File: config.mk
export PLATFORM = sky130hd
export DESIGN_NAME = pwm_ramp_ctrl_flat
export DESIGN_NICKNAME = d
export VERILOG_FILES = /design/src/rtl/pwm_ramp_ctrl_pkg.sv /design/src/rtl/pwm_ramp_ctrl_if.sv /design/src/rtl/pwm_ramp_ctrl_wb_single_writer.sv /design/src/rtl/pwm_ramp_ctrl.sv /design/src/flat_wrapper.sv
export SDC_FILE = /design/constraint.sdc
export NUM_CORES = 1
export LEC_CHECK = 0
export ABC_AREA = 1
export CAP_MARGIN = 20
export CORE_MARGIN = 10
export CORE_UTILIZATION = 59
export CTS_CLUSTER_DIAMETER = 40
export CTS_CLUSTER_SIZE = 16
export DETAILED_ROUTE_END_ITERATION = 8
export GPL_TIMING_DRIVEN = 1
export PLACE_DENSITY = 0.83
export SETUP_SLACK_MARGIN = 0.2
export SYNTH_ARGS = -nofsm -noshare
export SYNTH_HDL_FRONTEND = slang
export SYNTH_SLANG_ARGS = --single-unit
File: constraint.sdc
create_clock -name i_clk -period 8.1 [get_ports i_clk]
set_input_delay 1.62 -clock i_clk [delete_from_list [all_inputs] [get_ports i_clk]]
set_output_delay 1.62 -clock i_clk [all_outputs]
set_load 0.05 [all_outputs]
File: src/rtl/pwm_ramp_ctrl_pkg.sv
// pwm_pkg: PWM register map, control bits, ramp FSM states and step arithmetic
package pwm_pkg;
  localparam logic [3:0] ADR_CTRL = 4'h0;
  localparam logic [3:0] ADR_DIV = 4'h2;
  localparam logic [3:0] ADR_PER = 4'h4;
  localparam logic [3:0] ADR_DC = 4'h6;
  localparam int CTRL_MODE_PWM = 1;
  localparam int CTRL_CNT_EN = 2;
  localparam int CTRL_CONT = 3;
  localparam int CTRL_OUT_EN = 4;
  localparam logic [7:0] CTRL_RUN_DEF = (8'd1 << CTRL_MODE_PWM) | (8'd1 << CTRL_CNT_EN) |
                                        (8'd1 << CTRL_CONT) | (8'd1 << CTRL_OUT_EN);
  typedef enum logic [3:0] {
    IDLE, WR_STOP, WR_DIV, WR_PER, WR_DC, WR_RUN, DWELL, STEP, DONE, WR_ABORT
  } state_t;
  function automatic logic [15:0] next_dc(input logic [15:0] cur, tgt, step);
    logic [16:0] up, dn;
    up = {1'b0, cur} + {1'b0, step};
    dn = {1'b0, cur} - {1'b0, step};
    return tgt > cur ? (up > {1'b0, tgt} ? tgt : up[15:0])
                     : (dn[16] || dn[15:0] < tgt ? tgt : dn[15:0]);
  endfunction
endpackage

File: src/rtl/pwm_ramp_ctrl_if.sv
// pwm_ramp_ctrl_if: write-only 16-bit Wishbone link to the PWM peripheral
interface pwm_ramp_ctrl_if;
  logic cyc, stb, we, ack;
  logic [3:0] adr;
  logic [15:0] dat;
  modport master(output cyc, stb, we, adr, dat, input ack);
  modport slave(input cyc, stb, we, adr, dat, output ack);
endinterface

File: src/rtl/pwm_ramp_ctrl_wb_single_writer.sv
// wb_single_writer: issues one registered Wishbone write, reports ack or ack timeout
module wb_single_writer #(
  parameter int ACK_TIMEOUT = 16
) (
  input  logic        i_clk,
  input  logic        i_rst_n,
  input  logic        i_req,
  input  logic [3:0]  i_adr,
  input  logic [15:0] i_data,
  pwm_ramp_ctrl_if.master wb,
  output logic        o_done,
  output logic        o_timeout
);
  localparam int CW = $clog2(ACK_TIMEOUT + 1);
  logic [CW-1:0] cnt;
  assign o_done = wb.cyc && wb.ack;
  assign o_timeout = wb.cyc && !wb.ack && cnt == CW'(ACK_TIMEOUT - 1);
  // hold cyc/stb/we with stable adr/data until ack or timeout, then drop for at least one cycle
  always_ff @(posedge i_clk or negedge i_rst_n)
    if (!i_rst_n) begin
      wb.cyc <= 1'b0;
      wb.stb <= 1'b0;
      wb.we <= 1'b0;
      wb.adr <= '0;
      wb.dat <= '0;
      cnt <= '0;
    end else if (o_done || o_timeout) begin
      wb.cyc <= 1'b0;
      wb.stb <= 1'b0;
      wb.we <= 1'b0;
    end else if (i_req && !wb.cyc) begin
      wb.cyc <= 1'b1;
      wb.stb <= 1'b1;
      wb.we <= 1'b1;
      wb.adr <= i_adr;
      wb.dat <= i_data;
      cnt <= '0;
    end else if (wb.cyc) cnt <= cnt + 1'b1;
endmodule

File: src/rtl/pwm_ramp_ctrl.sv
// pwm_ramp_ctrl: programs a PWM peripheral and ramps its duty cycle over Wishbone
module pwm_ramp_ctrl import pwm_pkg::*; #(
  parameter logic [7:0] CTRL_RUN = CTRL_RUN_DEF,
  parameter int ACK_TIMEOUT = 16,
  parameter int DW = 24
) (
  input  logic          i_clk,
  input  logic          i_rst_n,
  input  logic          i_start,
  input  logic          i_abort,
  input  logic [15:0]   i_divisor,
  input  logic [15:0]   i_period,
  input  logic [15:0]   i_dc_start,
  input  logic [15:0]   i_dc_target,
  input  logic [15:0]   i_step,
  input  logic [DW-1:0] i_dwell,
  pwm_ramp_ctrl_if.master wb,
  output logic          o_busy,
  output logic          o_done,
  output logic          o_err,
  output logic [15:0]   o_cur_dc
);
  state_t state, state_n;
  logic [15:0] div_q, per_q, tgt_q, step_q, nxt_q, dat;
  logic [DW-1:0] dwell_q, dcnt;
  logic [3:0] adr;
  logic run_q, abort_q, bad, wr_st, abrt, req, wr_done, wr_to;
  assign bad = i_period == 16'd0 || i_dc_start > i_period || i_dc_target > i_period ||
               (i_step == 16'd0 && i_dc_start != i_dc_target);
  assign wr_st = state inside {WR_STOP, WR_DIV, WR_PER, WR_DC, WR_RUN, WR_ABORT};
  assign abrt = (i_abort || abort_q) && !(state inside {IDLE, DONE, WR_ABORT});
  assign req = wr_st && !wb.cyc && !abrt;
  assign adr = state == WR_DIV ? ADR_DIV : state == WR_PER ? ADR_PER :
               state == WR_DC ? ADR_DC : ADR_CTRL;
  assign dat = state == WR_DIV ? div_q : state == WR_PER ? per_q : state == WR_DC ? nxt_q :
               state == WR_RUN ? {8'h00, CTRL_RUN} : 16'h0000;
  assign o_done = state == DONE;
  assign o_busy = !(state inside {IDLE, DONE});
  wb_single_writer #(.ACK_TIMEOUT(ACK_TIMEOUT)) u_wr (
    .i_clk(i_clk),
    .i_rst_n(i_rst_n),
    .i_req(req),
    .i_adr(adr),
    .i_data(dat),
    .wb(wb),
    .o_done(wr_done),
    .o_timeout(wr_to)
  );
  // state register
  always_ff @(posedge i_clk or negedge i_rst_n)
    if (!i_rst_n) state <= IDLE;
    else state <= state_n;
  // sequencing: setup writes, dwell/step loop; abort waits out an in-flight write, timeout wins over all
  always_comb begin
    state_n = state;
    case (state)
      IDLE: state_n = i_start && !bad ? WR_STOP : IDLE;
      WR_STOP: if (wr_done) state_n = WR_DIV;
      WR_DIV: if (wr_done) state_n = WR_PER;
      WR_PER: if (wr_done) state_n = WR_DC;
      WR_DC: if (wr_done) state_n = !run_q ? WR_RUN : nxt_q == tgt_q ? DONE :
                                    dwell_q != '0 ? DWELL : STEP;
      WR_RUN: if (wr_done) state_n = o_cur_dc == tgt_q ? DONE : dwell_q != '0 ? DWELL : STEP;
      DWELL: if (dcnt == dwell_q - 1'b1) state_n = STEP;
      STEP: state_n = WR_DC;
      DONE: state_n = IDLE;
      WR_ABORT: if (wr_done) state_n = IDLE;
      default: state_n = IDLE;
    endcase
    if (abrt && (!wb.cyc || wr_done)) state_n = WR_ABORT;
    if (wr_to) state_n = IDLE;
  end
  // configuration capture, ramp datapath, abort latch and error pulse
  always_ff @(posedge i_clk or negedge i_rst_n)
    if (!i_rst_n) begin
      div_q <= '0;
      per_q <= '0;
      tgt_q <= '0;
      step_q <= '0;
      nxt_q <= '0;
      dwell_q <= '0;
      dcnt <= '0;
      run_q <= 1'b0;
      abort_q <= 1'b0;
      o_err <= 1'b0;
      o_cur_dc <= '0;
    end else begin
      if (state == IDLE && i_start && !bad) begin
        div_q <= i_divisor;
        per_q <= i_period;
        tgt_q <= i_dc_target;
        step_q <= i_step;
        nxt_q <= i_dc_start;
        dwell_q <= i_dwell;
        run_q <= 1'b0;
      end
      if (state == WR_DC && wr_done) o_cur_dc <= nxt_q;
      if (state == WR_RUN && wr_done) run_q <= 1'b1;
      if (state == STEP) nxt_q <= next_dc(o_cur_dc, tgt_q, step_q);
      dcnt <= state == DWELL ? dcnt + 1'b1 : '0;
      abort_q <= state != IDLE && (abort_q || i_abort);
      o_err <= wr_to || (state == IDLE && i_start && bad);
    end
endmodule

File: src/flat_wrapper.sv
// flat-port wrapper written by rule: the top's interface ports become plain ports
module pwm_ramp_ctrl_flat import pwm_pkg::*;
#(
  parameter logic [7:0] CTRL_RUN = CTRL_RUN_DEF,
  parameter int ACK_TIMEOUT = 16,
  parameter int DW = 24
)
  (i_clk, i_rst_n, i_start, i_abort, i_divisor, i_period, i_dc_start, i_dc_target, i_step, i_dwell, o_busy, o_done, o_err, o_cur_dc, wb_cyc, wb_stb, wb_we, wb_adr, wb_dat, wb_ack);
  pwm_ramp_ctrl_if wb_i ();
  input  logic i_clk;
  input  logic i_rst_n;
  input  logic i_start;
  input  logic i_abort;
  input  logic [15:0] i_divisor;
  input  logic [15:0] i_period;
  input  logic [15:0] i_dc_start;
  input  logic [15:0] i_dc_target;
  input  logic [15:0] i_step;
  input  logic [DW-1:0] i_dwell;
  output logic o_busy;
  output logic o_done;
  output logic o_err;
  output logic [15:0] o_cur_dc;
  output wire logic [$bits(wb_i.cyc)-1:0] wb_cyc;
  output wire logic [$bits(wb_i.stb)-1:0] wb_stb;
  output wire logic [$bits(wb_i.we)-1:0] wb_we;
  output wire logic [$bits(wb_i.adr)-1:0] wb_adr;
  output wire logic [$bits(wb_i.dat)-1:0] wb_dat;
  input wire logic [$bits(wb_i.ack)-1:0] wb_ack;
  assign wb_cyc = wb_i.cyc;
  assign wb_stb = wb_i.stb;
  assign wb_we = wb_i.we;
  assign wb_adr = wb_i.adr;
  assign wb_dat = wb_i.dat;
  assign wb_i.ack = wb_ack;
  pwm_ramp_ctrl #(.CTRL_RUN(CTRL_RUN), .ACK_TIMEOUT(ACK_TIMEOUT), .DW(DW)) u_core (.i_clk(i_clk), .i_rst_n(i_rst_n), .i_start(i_start), .i_abort(i_abort), .i_divisor(i_divisor), .i_period(i_period), .i_dc_start(i_dc_start), .i_dc_target(i_dc_target), .i_step(i_step), .i_dwell(i_dwell), .wb(wb_i), .o_busy(o_busy), .o_done(o_done), .o_err(o_err), .o_cur_dc(o_cur_dc));
endmodule
* Yosys cells after proc, flatten, opt, wreduce, memory -nomap -nowiden
Index checks and enable logic that the tools add are counted.
** Word-level totals
- Flip-flop bits (word level) :: 177
- Input bits :: 109
- Output and inout port bits :: 42
- Logic and storage cells :: 127
** Cells by class
- Add/subtract/negate cells :: 5
- Magnitude comparators :: 5
- Eq/ne operators :: 21
- Multiplexer cells :: 34
- Bitwise gates (word level) :: 1
- Reductions and logical operators :: 45
** Operators with widths (number)
- 16-bit two-way mux :: 8
- 4-bit two-way mux :: 14
- 16-bit greater-than comparator :: 3
- 4-bit one-hot mux with 9 select lines :: 1
- 16-bit == test :: 2
- 16-bit zero test :: 2
- 24-bit by 1-bit adder with 24-bit output (second input constant) :: 1
- 24-bit == test :: 1
- 24-bit two-way mux :: 1
- 4-bit inequality test (second input constant) :: 6
- 24-bit nonzero test :: 1
- 24-bit by 1-bit subtractor with 24-bit output (second input constant) :: 1
- 16-bit by 16-bit adder with 17-bit output :: 1
- 17-bit by 16-bit greater-than comparator with 1-bit output :: 1
- 16-bit by 16-bit subtractor with 17-bit output :: 1
- 4-bit by 3-bit == test with 1-bit output (second input constant) :: 4
- 1-bit logical AND :: 16
- 16-bit < comparator :: 1
- 16-bit inequality test :: 1
- 5-bit two-way mux :: 3
- 2-bit nonzero test :: 5
- 4-bit by 2-bit == test with 1-bit output (second input constant) :: 2
- 4-bit == test (second input constant) :: 2
- 1-bit logical OR :: 8
- other kinds (14) :: 25

* Longest topological paths before layout
- Depth after elaboration :: 10
- Mapped depth :: 32
- Mapped depth without buffers :: 30

* Hierarchy
A second synthesis with hierarchy kept.
** Unflattened totals
- Cells, all modules :: 1845
- Area, all modules :: 13279.0 um^2
** By module, submodules not included
- pwm_ramp_ctrl :: times used 1, cells each 1715, area each 12136.6 um^2, seq. area each 3778.6 um^2
- wb_single_writer :: times used 1, cells each 130, area each 1142.3 um^2, seq. area each 650.6 um^2

* Worst setup path before layout
Ideal clock, no wire load.
- Path kind :: flip-flop to flip-flop
- Start point :: register u_core.o_cur_dc[0]
- End point :: register u_core.nxt_q[5]
- Data arrival time :: 3408 ps
- Slack :: 4575 ps
- Cell stages (with the launch flop) :: 30
- Buffers on the path :: 1
- Path through :: dfrtp_1 > ha_1 > fa_1 > nand3_1 > o211ai_2 > nand2_1 > nand2_1 > nand2_1 > nand2_1 > xor2_1 > inv_1 > ha_1 > nand2_1 > nor2_1 > nand3b_1 > nand3_1 > nand2_1 > nand2_1 > nand2_1 > nand2_1 > nand2_1 > nand2_1 > nand2_2 > nand2_4 > buf_6 > nand2_1 > nand3_1 > nand2_1 > nand2_1 > nand2_1
** Between the ends
- Cells in the longest elaborated chain, start to end :: 6
- Elaborated cells on any way between the ends :: 10
- Those cells by class :: add/sub: 2; order compare: 3; mux: 4; reduce/logical: 1
** RTL lines
- start, declared :: RTL line pwm_ramp_ctrl.sv:21 : output logic [15:0] o_cur_dc
- start signal, assigned :: RTL line pwm_ramp_ctrl.sv:97 : if (state == WR_DC && wr_done) o_cur_dc <= nxt_q;
- 16-bit by 16-bit subtractor with 17-bit output :: RTL line pwm_ramp_ctrl_pkg.sv:19 : dn = {1'b0, cur} - {1'b0, step};
- 16-bit < comparator :: RTL line pwm_ramp_ctrl_pkg.sv:21 : : (dn[16] || dn[15:0] < tgt ? tgt : dn[15:0]);
- 1-bit logical OR :: RTL line pwm_ramp_ctrl_pkg.sv:21
- 16-bit two-way mux :: RTL line pwm_ramp_ctrl_pkg.sv:21
- 16-bit two-way mux (*) :: RTL line pwm_ramp_ctrl_pkg.sv:20 : return tgt > cur ? (up > {1'b0, tgt} ? tgt : up[15:0])
- 16-bit two-way mux (*) :: RTL line pwm_ramp_ctrl.sv:99 : if (state == STEP) nxt_q <= next_dc(o_cur_dc, tgt_q, step_q);
- end signal, assigned :: RTL line pwm_ramp_ctrl.sv:93 : nxt_q <= i_dc_start;
- end signal, assigned :: RTL line pwm_ramp_ctrl.sv:99
- end, declared :: RTL line pwm_ramp_ctrl.sv:24 : logic [15:0] div_q, per_q, tgt_q, step_q, nxt_q, dat;
Mark *: on every way between the ends. The rest lies on a longest branch, timed or not.
A chain may end at the register's enable or synchronous reset.

* Final worst setup path
- Start point :: input i_period[11]
- End point :: register u_core.nxt_q[9]
** Between the ends
- Cells in the longest elaborated chain, start to end :: 7
- Elaborated cells on any way between the ends :: 9
- Those cells by class :: order compare: 2; reduce/logical: 7
** RTL lines
- start, declared :: RTL line flat_wrapper.sv:15 : input logic [15:0] i_period;
- 16-bit greater-than comparator or 16-bit zero test (tied branches) :: RTL line pwm_ramp_ctrl.sv:28 : assign bad = i_period == 16'd0 || i_dc_start > i_period || i_dc_target > i_period ||
- 1-bit logical OR :: RTL line pwm_ramp_ctrl.sv:28
- 1-bit logical OR (*) (2 in a row) :: RTL line pwm_ramp_ctrl.sv:28
- 1-bit zero test (*) :: RTL line pwm_ramp_ctrl.sv:88 : if (state == IDLE && i_start && !bad) begin
- 1-bit logical AND (*) :: RTL line pwm_ramp_ctrl.sv:88
- 2-bit nonzero test (no source line) (*)
Marked as above.

==> metrics.txt <==
# TYPE chip_impl_metric gauge
chip_impl_info{name="outcome",value="complete, no violations"} 1
chip_impl_metric{name="ys_seq_elements",unit=""} 175
chip_impl_metric{name="globalplace.congestion",unit=""} 0.9113
chip_impl_metric{name="use_met2",unit="%"} 45.39
chip_impl_metric{name="asyncSetResetFlopFracSynth",unit="%"} 100.0
chip_impl_metric{name="critical_path.n_buffers_inverters",unit=""} 4
chip_impl_metric{name="ant_nets",unit=""} 0
chip_impl_metric{name="yosysUniqueCellTypes",unit=""} 57
chip_impl_metric{name="slew_viol_final",unit=""} 0
chip_impl_metric{name="core_region_area",unit="mm^2"} 0.02189
chip_impl_metric{name="highest_fanout_seen_on_the_critical_path",unit=""} 65
chip_impl_metric{name="die-width",unit="um"} 169.2
chip_impl_info{name="synth_top_flop_cell",value="dfrtp_1"} 1
chip_impl_metric{name="required",unit="ps"} 8480
chip_impl_metric{name="postSynthAreaPerCell",unit="um^2"} 7.296
chip_impl_info{name="worst_setup_path_end_kind",value="flip-flop"} 1
chip_impl_info{name="largest_registers_ranked_by_flip_flop_count",value="u_core.dcnt x24, u_core.dwell_q x24"} 1
chip_impl_metric{name="floorplan.io_pins",unit=""} 151
chip_impl_metric{name="groute.layer.met1.usage",unit="%"} 32.28
chip_impl_metric{name="synthesis.instances",unit=""} 1800
chip_impl_metric{name="yosys_warnings",unit=""} 0
chip_impl_metric{name="drc_errors",unit=""} 0
chip_impl_metric{name="synth.top_cell.area_share",unit="%"} 33.35
chip_impl_info{name="path_delay_family",value="simple AND/OR/NAND/NOR gates"} 1
chip_impl_info{name="cts_tree",value="yes"} 1
chip_impl_info{name="netlist_top_cells_area",value="dfrtp_1, nand2_1, ha_1, inv_1, o21ai_0"} 1
chip_impl_metric{name="via_per_inst",unit=""} 5.658
chip_impl_metric{name="post-cts-setup-buffers",unit=""} 0
chip_impl_metric{name="vdd.ir_drop.worst",unit="V"} 0.0002442
chip_impl_metric{name="port_buffers",unit=""} 148
chip_impl_metric{name="cts.sink_count",unit=""} 175
chip_impl_info{name="worst_path_max_delay_cell",value="buf_4"} 1
chip_impl_metric{name="floorplan.die.height",unit="um"} 169.2
chip_impl_metric{name="first_global_vias",unit=""} 12410
chip_impl_metric{name="timing.setup.tns",unit="ps"} 0
chip_impl_metric{name="fin_cells",unit=""} 2209
chip_impl_metric{name="cts.path.max_buffers",unit=""} 2
chip_impl_metric{name="cts.hold.buffers_added",unit=""} 0
chip_impl_info{name="crit_path_top_cell_by_count",value="nand2_1"} 1
chip_impl_metric{name="share_of_final_layout_standard_cells_stronger_than_drive_strength_1",unit="%"} 5.080
chip_impl_metric{name="grt_antenna_before_repair",unit=""} 1
chip_impl_metric{name="hpwl",unit="mm"} 29.63
chip_impl_metric{name="global_route.usage.total",unit="%"} 26.43
chip_impl_metric{name="portion_of_the_clock_cycle_consumed_by_the_worst_path_in_the_final_layout",unit="%"} 60.10
chip_impl_metric{name="dieArea",unit="mm^2"} 0.02863
chip_impl_info{name="hp-class",value="flip-flop to flip-flop"} 1
chip_impl_info{name="clk_root_buffer_cell",value="clkbuf_16"} 1
chip_impl_metric{name="design.final.nets",unit=""} 2144
chip_impl_metric{name="rows",unit=""} 54
chip_impl_metric{name="postCtsResizedCells",unit=""} 0
chip_impl_metric{name="finalCriticalPeriod",unit="ps"} 4868
chip_impl_metric{name="cts-buffers-inserted",unit=""} 17
chip_impl_metric{name="grt_first_pass_wirelength",unit="mm"} 62.12
chip_impl_metric{name="final_number_of_setup_violating_endpoints",unit=""} 0
chip_impl_metric{name="holdWs",unit="ps"} 484.8
chip_impl_metric{name="detailedRoute.firstPassIterationCount",unit=""} 6
chip_impl_metric{name="clock-skew-final",unit="ps"} 12.27
chip_impl_metric{name="worst_slew_pin_slew",unit="ps"} 1011
chip_impl_metric{name="start_util",unit="%"} 59.99
chip_impl_metric{name="syn_std_cell_area",unit="mm^2"} 0.01313
chip_impl_metric{name="route.vias.total",unit=""} 12500
chip_impl_metric{name="route.detailed.wl_per_inst",unit="um"} 17.33
chip_impl_metric{name="n_antenna_cell",unit=""} 0
chip_impl_metric{name="cp_max_stage_delay",unit="ps"} 610
chip_impl_metric{name="cts_max_level",unit=""} 4
chip_impl_metric{name="power_leakage",unit="nW"} 7.409
chip_impl_metric{name="final-hold-violation-count",unit=""} 0
chip_impl_info{name="critical_path_cell_by_cell",value="clkdlybuf4s50_1 > inv_1 > ha_1 > nand2_1 > nor4_1 > o21ai_0 > nand2_1 > nand2_1 > nand4_1 > buf_4 > nand2_1 > o21ai_0 > inv_1 > nand2_1"} 1
chip_impl_metric{name="grt_overflow_total",unit=""} 0
chip_impl_metric{name="clock_latency",unit="ps"} 450
chip_impl_metric{name="drt_iter0_markers",unit=""} 1146
chip_impl_metric{name="maxCapViolations",unit=""} 0
chip_impl_metric{name="post-place-cells",unit=""} 2177
chip_impl_metric{name="clkSlewWorstSetupHoldPaths",unit="ps"} 80
chip_impl_metric{name="pwr_density_cell",unit="mW/mm^2"} 397.1
chip_impl_info{name="global_route_layer_with_the_greatest_usage",value="met2"} 1
chip_impl_metric{name="number_of_synthesized_flops_with_an_enable_pin",unit=""} 0
chip_impl_metric{name="achievable-frequency",unit="MHz"} 205.4
chip_impl_metric{name="area_delta_synth_final",unit="%"} 16.37
chip_impl_info{name="grt_setup_unrepaired",value="no"} 1
chip_impl_metric{name="globalRouteMet3Util",unit="%"} 4.284
chip_impl_metric{name="fillCellCount",unit=""} 1843
chip_impl_metric{name="p_total",unit="mW"} 6.069
chip_impl_info{name="synth_area_leader_cell",value="dfrtp_1"} 1
chip_impl_metric{name="yosysSeqAreaShare",unit="%"} 33.35
chip_impl_metric{name="critPathArrivalTime",unit="ps"} 5250
chip_impl_metric{name="grt_start_max_net_pins",unit=""} 106
chip_impl_info{name="critical_path.startpoint_type",value="input port"} 1
chip_impl_metric{name="drt_wl_total",unit="mm"} 38.28
chip_impl_metric{name="slew-limit-headroom",unit="%"} 32.36
chip_impl_info{name="worst-setup-path-type",value="input port to flip-flop"} 1
[kinds of logic after synthesis]
logic type / synth area share (%)
buffers and inverters: 9.251
other: 0.02855
XOR/XNOR: 6.460
flip-flops: 33.35
AO/OA/AOI/OAI: 11.91
AND/OR/NAND/NOR: 27.65
adder cells (fa/ha/maj): 11.36
[area by class of cell]
cell class                      instances  area (um^2)  area share [%]
Inverter                              240        903.4           5.911
Multi-Input combinational cell       1328         7542           49.35
Clock buffer                           17        425.4           2.784
Sequential cell                       175         4379           28.66
Tap cell                              280        350.3           2.292
Clock inverter                         14        126.4          0.8269
Timing Repair Buffer                  155         1555           10.18
[where the power goes]
part	internal [mW]	leakage (nW)	switching [mW]
clock	0.403	0.260	0.404
combinational	1.32	4.90	2.43
sequential	1.20	2.25	0.309
total	2.93	7.41	3.14
[cell usage in the layout (no fill, tap or decap), types with 7 or more instances in the layout]
master	instances
nand2_1	483
inv_1	222
dfrtp_1	175
clkdlybuf4s50_1	147
nor2_1	133
o21ai_0	118
ha_1	116
nand3_1	106
a21oi_1	80
xor2_1	49
xnor2_1	40
o21ai_1	34
nand4_1	29
nor3_1	24
clkbuf_16	17
inv_2	16
nand3b_1	10
nor4_1	9
nand2_2	8
o21bai_1	7
a41oi_1	7
[per-layer routing]
| layer | vias to the layer above | routed length, um |
|---|---|---|
| li1 | 6072 | - |
| met1 | 5869 | 15660 |
| met2 | 454 | 18840 |
| met3 | 102 | 2404 |
| met4 | 2 | 1369 |
| met5 | - | 9 |
[cells in the mapped netlist (3+ instances only)]
master    number
buf_4         11
a31oi_1        6
a221oi_1       6
nor2_1       133
xor2_1        49
nand2_4        3
o22ai_1        5
xnor2_1       40
nand2_2        8
clkbuf_1      12
ha_1         116
nand3_2        6
nand2_1      483
o21a_1         5
o21ai_1       34
nand3_1      106
a41oi_1        7
a21oi_1       80
nand3b_1      10
nor4_1         9
inv_2         17
nor2_2         6
o21bai_1       7
dfrtp_1      175
buf_2         31
nand4_1       29
inv_1        222
o21ai_0      118
nor3_1        24
nor2_4         5
[per-stage QoR]
stage                     area (um^2)  setup WS, ps  utilization, %
after floorplan                 13140          4575               -
after global placement          14700          3242           67.13
after detailed placement        14700          3074           67.16
after CTS                       15250          3363           69.68
after global routing            15280          3019           69.81
final                           15280          3232           69.81
[worst min-delay path, stage by stage, from the launching register on]
cell and delay [ps]:
dfrtp_1 350, nand2_1 50, nand2_1 60
[path summary, 6_finish.rpt]
check,from,to,slack (ps),cells after the start
max in group asynchronous,i_rst_n,u_core.tgt_q[4],5370,2
worst min register to register,u_core.div_q[5],u_core.div_q[5],480,2
worst min-delay path,u_core.div_q[5],u_core.div_q[5],480,2
min in group asynchronous,i_rst_n,u_core.dwell_q[0],1240,1
worst max register to register,u_core.o_cur_dc[6],u_core.nxt_q[0],3780,19
worst max-delay path,i_period[11],u_core.nxt_q[9],3230,14
No activity file was read; power rests on OpenSTA's default activity.
